### config.mk
export PLATFORM = sky130hd
export DESIGN_NAME = prio_enc_q_flat
export DESIGN_NICKNAME = d
export VERILOG_FILES = /design/src/rtl/prio_enc_q_if.sv /design/src/rtl/prio_enc_q.sv /design/src/flat_wrapper.sv
export SDC_FILE = /design/constraint.sdc
export NUM_CORES = 1
export LEC_CHECK = 0
export BUFFER_PORTS_ARGS = -buffer_cell sky130_fd_sc_hd__buf_2
export CORE_UTILIZATION = 49
export CTS_CLUSTER_DIAMETER = 120
export CTS_CLUSTER_SIZE = 8
export DETAILED_ROUTE_END_ITERATION = 8
export HOLD_SLACK_MARGIN = 0.1
export PLACE_DENSITY = 0.76
export SETUP_SLACK_MARGIN = 0.5
export SLEW_MARGIN = 30
export SYNTH_ARGS = -nofsm -noshare
export SYNTH_HDL_FRONTEND = slang
export SYNTH_SLANG_ARGS = --single-unit
export TNS_END_PERCENT = 50
### constraint.sdc
create_clock -name clk -period 1.86 [get_ports clk]
set_input_delay 0.279 -clock clk [delete_from_list [all_inputs] [get_ports clk]]
set_output_delay 0.279 -clock clk [all_outputs]
set_load 0.1 [all_outputs]
### src/rtl/prio_enc_q_if.sv
// prio_enc_q_if: request/grant bundle for the prio_enc_q encoder.
// slave = encoder side, master = source/consumer side (testbench or glue).
interface prio_enc_q_if #(
   parameter int N = 8,
   parameter int W = $clog2(N)
);
   logic [N-1:0] req;
   logic         out_ready;
   logic         out_valid;
   logic [W-1:0] out_idx;
   logic [N-1:0] out_onehot;
   logic         busy;
   logic         multi_err;

   modport slave (
      input  req, out_ready,
      output out_valid, out_idx, out_onehot, busy, multi_err
   );

   modport master (
      output req, out_ready,
      input  out_valid, out_idx, out_onehot, busy, multi_err
   );
endinterface

### src/rtl/prio_enc_q.sv
// prio_enc_q: registered N-to-log2(N) priority encoder with sticky pending
// requests and a valid/ready output. RR=0 grants the highest pending index,
// RR=1 rotates the search start past the last grant.
// Optional macro PENC_MULTIHOT_ERR_EN builds the sticky multi-hot detector
// behind multi_err; without it multi_err is tied low.
module prio_enc_q #(
   parameter int N  = 8,
   parameter int W  = $clog2(N),
   parameter int RR = 0
) (
   input  logic        clk,
   input  logic        rst_n,
   prio_enc_q_if.slave bus
);

   logic [N-1:0] r_pend;
   logic [N-1:0] r_onehot;
   logic         r_vld;
   logic [W-1:0] r_idx;

   logic [W-1:0] w_sel;
   logic         w_load;
   logic [N-1:0] w_load_oh;
   logic [N-1:0] w_pend_nxt;

   // A grant can be loaded whenever the output slot is free or being consumed.
   assign w_load     = (!r_vld || bus.out_ready) && (r_pend != '0);
   assign w_load_oh  = w_load ? (N'(1) << w_sel) : '0;
   // A req arriving on the bit being granted re-arms it as a fresh request.
   assign w_pend_nxt = (r_pend & ~w_load_oh) | bus.req;

   generate
      if (RR != 0) begin : g_rr
         logic [W-1:0] r_rr_ptr;

         // Remember the last granted index; reset to N-1 so the first search starts at bit 0.
         always_ff @(posedge clk or negedge rst_n) begin
            if (!rst_n)      r_rr_ptr <= W'(N - 1);
            else if (w_load) r_rr_ptr <= w_sel;
         end

         // Search upward from r_rr_ptr+1, wrapping; the pointer itself is tried last.
         always_comb begin : p_rr_sel
            logic         w_found;
            logic [W-1:0] w_pos;
            w_sel   = '0;
            w_found = 1'b0;
            w_pos   = '0;
            for (int k = 1; k <= N; k++) begin
               w_pos = W'((int'(r_rr_ptr) + k) % N);
               if (!w_found && r_pend[w_pos]) begin
                  w_sel   = w_pos;
                  w_found = 1'b1;
               end
            end
         end
      end else begin : g_fp
         // Fixed priority: last set bit scanned upward is the highest index.
         always_comb begin : p_fp_sel
            w_sel = '0;
            for (int i = 0; i < N; i++) begin
               if (r_pend[i]) w_sel = W'(i);
            end
         end
      end
   endgenerate

   // Pending capture plus output slot load/drain; idx/onehot hold after drain.
   always_ff @(posedge clk or negedge rst_n) begin
      if (!rst_n) begin
         r_pend   <= '0;
         r_vld    <= 1'b0;
         r_idx    <= '0;
         r_onehot <= '0;
      end else begin
         r_pend <= w_pend_nxt;
         if (w_load) begin
            r_vld    <= 1'b1;
            r_idx    <= w_sel;
            r_onehot <= w_load_oh;
         end else if (r_vld && bus.out_ready) begin
            r_vld <= 1'b0;
         end
      end
   end

`ifdef PENC_MULTIHOT_ERR_EN
   logic r_merr;

   // Sticky flag: set whenever more than one req bit is high in a cycle.
   always_ff @(posedge clk or negedge rst_n) begin
      if (!rst_n) r_merr <= 1'b0;
      else        r_merr <= r_merr | (|(bus.req & (bus.req - N'(1))));
   end

   assign bus.multi_err = r_merr;
`else
   assign bus.multi_err = 1'b0;
`endif

   assign bus.out_valid  = r_vld;
   assign bus.out_idx    = r_idx;
   assign bus.out_onehot = r_onehot;
   assign bus.busy       = |r_pend;

endmodule

### src/flat_wrapper.sv
// flat-port wrapper written by rule: the top's interface ports become plain ports
module prio_enc_q_flat 
#(
   parameter int N  = 8,
   parameter int W  = $clog2(N),
   parameter int RR = 0
)
  (clk, rst_n, bus_req, bus_out_ready, bus_out_valid, bus_out_idx, bus_out_onehot, bus_busy, bus_multi_err);
  prio_enc_q_if #(.N(N), .W(W)) bus_i ();
  input  logic clk;
  input  logic rst_n;
  input wire logic [$bits(bus_i.req)-1:0] bus_req;
  input wire logic [$bits(bus_i.out_ready)-1:0] bus_out_ready;
  output wire logic [$bits(bus_i.out_valid)-1:0] bus_out_valid;
  output wire logic [$bits(bus_i.out_idx)-1:0] bus_out_idx;
  output wire logic [$bits(bus_i.out_onehot)-1:0] bus_out_onehot;
  output wire logic [$bits(bus_i.busy)-1:0] bus_busy;
  output wire logic [$bits(bus_i.multi_err)-1:0] bus_multi_err;
  assign bus_i.req = bus_req;
  assign bus_i.out_ready = bus_out_ready;
  assign bus_out_valid = bus_i.out_valid;
  assign bus_out_idx = bus_i.out_idx;
  assign bus_out_onehot = bus_i.out_onehot;
  assign bus_busy = bus_i.busy;
  assign bus_multi_err = bus_i.multi_err;
  prio_enc_q #(.N(N), .W(W), .RR(RR)) u_core (.clk(clk), .rst_n(rst_n), .bus(bus_i));
endmodule
==> impl_metrics.csv <==
group,metric,value,unit
floorplanning,core-area,1590,um2
run_status,outcome,"finished clean",
routing,viasPerCell,5.04,
timing,maxSlewViolCount,0,
pwr,comb_power_share,0.210,
logic_synthesis,synth_nets,89,
timing,setup_ws,0.184,ns
clock_network,root_buffer,"clkbuf_4",
worst_setup_path,critPathKind,"reg2out",
placed_design,hpwlAfterDp,1220,um
pwr,max-vdd-ir-drop,0.506,mV
routing,routed_wl,1710,um
logic_synthesis,synth.top_cell.area_share,0.571,
global_route,grt_pass1_wl,2710,um
clock_network,h-tree-depth,1,
timing,timing.hold.ws,0.152,ns
timing,tns,0,ns
routing,drc,0,
pwr,power_frac_seq,0.558,
clock_network,clockBufferDepth,2,
global_route,grt_pass1_vias,644,
pwr,power_density,713,nW/um2
routing,vias,675,
clock_network,clk_latency,0.30,ns
timing,post-route-min-period,1.68,ns
logic_synthesis,synth-main-ff-cell,"dfrtp_1",
logic_synthesis,syn_avg_cell_area,11.2,um2
run,cap_violations,0,
routing,ant_nets,0,
placed_design,gp_congestion,0.829,
logic_synthesis,yosys-top-cells-count,"dfrtp_1 (20), nand2_1 (11), o21ai_0 (8), a21o_1 (5), nand2b_1 (5)",
timing,fin_crit_sh,0.901,
logic_synthesis,synthCells,78,
timing,fin_skew,0.00578,ns
floorplanning,die_area,1960,um2
logic_synthesis,synthArstFlopShare,1.00,
floorplanning,row_count,14,
layout,drive_gt1_frac,0.527,
logic_synthesis,synth_seq_cells,20,
pwr,leakage,0.525,nW
logic_synthesis,synth_largest_area_cell,"dfrtp_1",
global_route,grt_max_degree,21,
layout,final_area,1160,um2
worst_setup_path,worstPathArrival,1.40,ns
pwr,fin_total_pwr,0.827,mW
logic_synthesis,synth.distinct_cells,29,
global_route,track_usage,0.195,
layout,final_util,0.728,
timing,rsz0062_at_grt,"true",
layout,antenna_cells,0,
clock_network,clk_pin_slew,0.10,ns
layout,nNetsFinal,123,
floorplanning,dieWidth,44.3,um
worst_setup_path,crit_fanout,2,
routing,post_drt_wl_per_cell,12.8,um
logic_synthesis,synth-edff-count,0,
routing,firstDrtPassIters,4,
clock_network,clock-sinks,20,
timing,max_freq,597,MHz
logic_synthesis,yosysMostFrequentCell,"dfrtp_1",
worst_hold_path,hp-class,"in2reg",
clock_network,cts_tree,"done",
placed_design,postPlaceCellArea,1030,um2
logic_synthesis,synth_area_leaders,"dfrtp_1 (57%), nand2_1 (4.7%), o21ai_0 (4.6%), a21o_1 (4.3%), nand2b_1 (3.6%)",
worst_setup_path,critPathCaptureType,"output port",
layout,final_cells,134,
placed_design,dp_cells,123,
routing,drt_iter0_drc,11,
global_route,antenna_found_initial,0,
worst_setup_path,crit_required,1.58,ns
placed_design,io_buffer_count,23,
floorplanning,start_util,0.549,
layout,syn2layout_area_growth,32.4,%
timing,finalSetupViolations,0,
worst_setup_path,cp-start-kind,"flip-flop",
global_route,overflow,0,
floorplanning,die_h,44.3,um
pwr,power_frac_clock,0.232,
logic_synthesis,ys.warnings.count,0,
placed_design,dp_slack,0.300,ns
pwr,sw_frac_of_total,0.312,
clock_network,cts-buffers-inserted,3,
pwr,internal_power,0.569,mW
logic_synthesis,seq_area_frac_synth,0.571,
logic_synthesis,syn_area,876,um2
pwr,net-switching-power,0.258,mW
floorplanning,num_io_pins,25,
timing,finalHoldViolCount,0,
per-layer routing:
layer	vias up	track usage	routed length (um)
met5	-	0	0
met4	0	0.109	29
met3	3	0.0245	60
met2	19	0.309	848
met1	323	0.260	776
li1	330	-	-
cell usage in the layout (no fill, tap or decap), drive strengths merged:
master	count
dlygate4sd3	1
a211oi	1
or4	1
clkbuf	3
and3	1
o21ai	9
buf	31
dfrtp	20
nand2b	5
nor4	1
a21o	6
nand3	1
and2b	1
mux2	1
or3	1
nor3	2
a22o	3
conb	1
nor2	4
nor3b	1
nand2	12
inv	2
a31o	1
o21bai	1
layout make-up:
class                           instances  area [um2]
Tap cell                               24        30.0
Fill cell                             114         434
Inverter                                2        7.51
Timing Repair Buffer                   32         203
Clock buffer                            3        22.5
Multi-Input combinational cell         53         388
Sequential cell                        20         509
flip-flops by register name, indices dropped and copies added, names as in the netlist:
name,flops
u_core.r_pend,8
u_core.bus.out_valid,1
u_core.bus.out_idx,3
u_core.bus.out_onehot,8
cell families after synthesis:
group	after synthesis	share of synthesized area
AO/OA/AOI/OAI	21	0.170
buffers and inverters	5	0.0357
flip-flops	20	0.571
multiplexers	1	0.0129
other	1	0.00428
AND/OR/NAND/NOR	30	0.206
worst max-delay path, stage by stage, from the launching register on:
cell     delay [ns]
dfrtp_2        0.44
nor4_4         0.37
nand3_4        0.11
buf_8          0.19
path summary, 6_finish.rpt:
path,from,to,slack [ns],cells past startpoint
min in group asynchronous,rst_n,u_core.bus.out_onehot[2]$_DFFE_PN0P_,0.44,2
hold reg to reg,u_core.bus.out_onehot[1]$_DFFE_PN0P_,u_core.bus.out_onehot[1]$_DFFE_PN0P_,0.48,2
setup reg to reg,u_core.r_pend[4]$_DFF_PN0_,u_core.bus.out_idx[0]$_DFFE_PN0P_,0.23,4
setup / recovery,u_core.r_pend[4]$_DFF_PN0_,bus_busy,0.18,3
max in group asynchronous,rst_n,u_core.bus.out_valid$_DFFE_PN0P_,1.09,2
hold / removal,bus_req[1],u_core.r_pend[1]$_DFF_PN0_,0.15,2
power by group through the flow:
stage	combinational [mW]	clock [mW]	sequential, mW
global placement	0.158	0	0.471
CTS	0.168	0.202	0.461
finish	0.173	0.192	0.461
floorplan	0.0462	0	0.551
global route	0.183	0.210	0.463
detailed placement	0.159	0	0.472
timing repair:
item,4_1_cts,5_1_grt
setup endpoints to repair,26,31
cloned,1,0
pin swaps,2,3
endpoints found under the hold margin,20,0
buffers inserted,4,2
hold buffers,1,0
resized for setup,8,6
(Power assumes the default switching activity.)
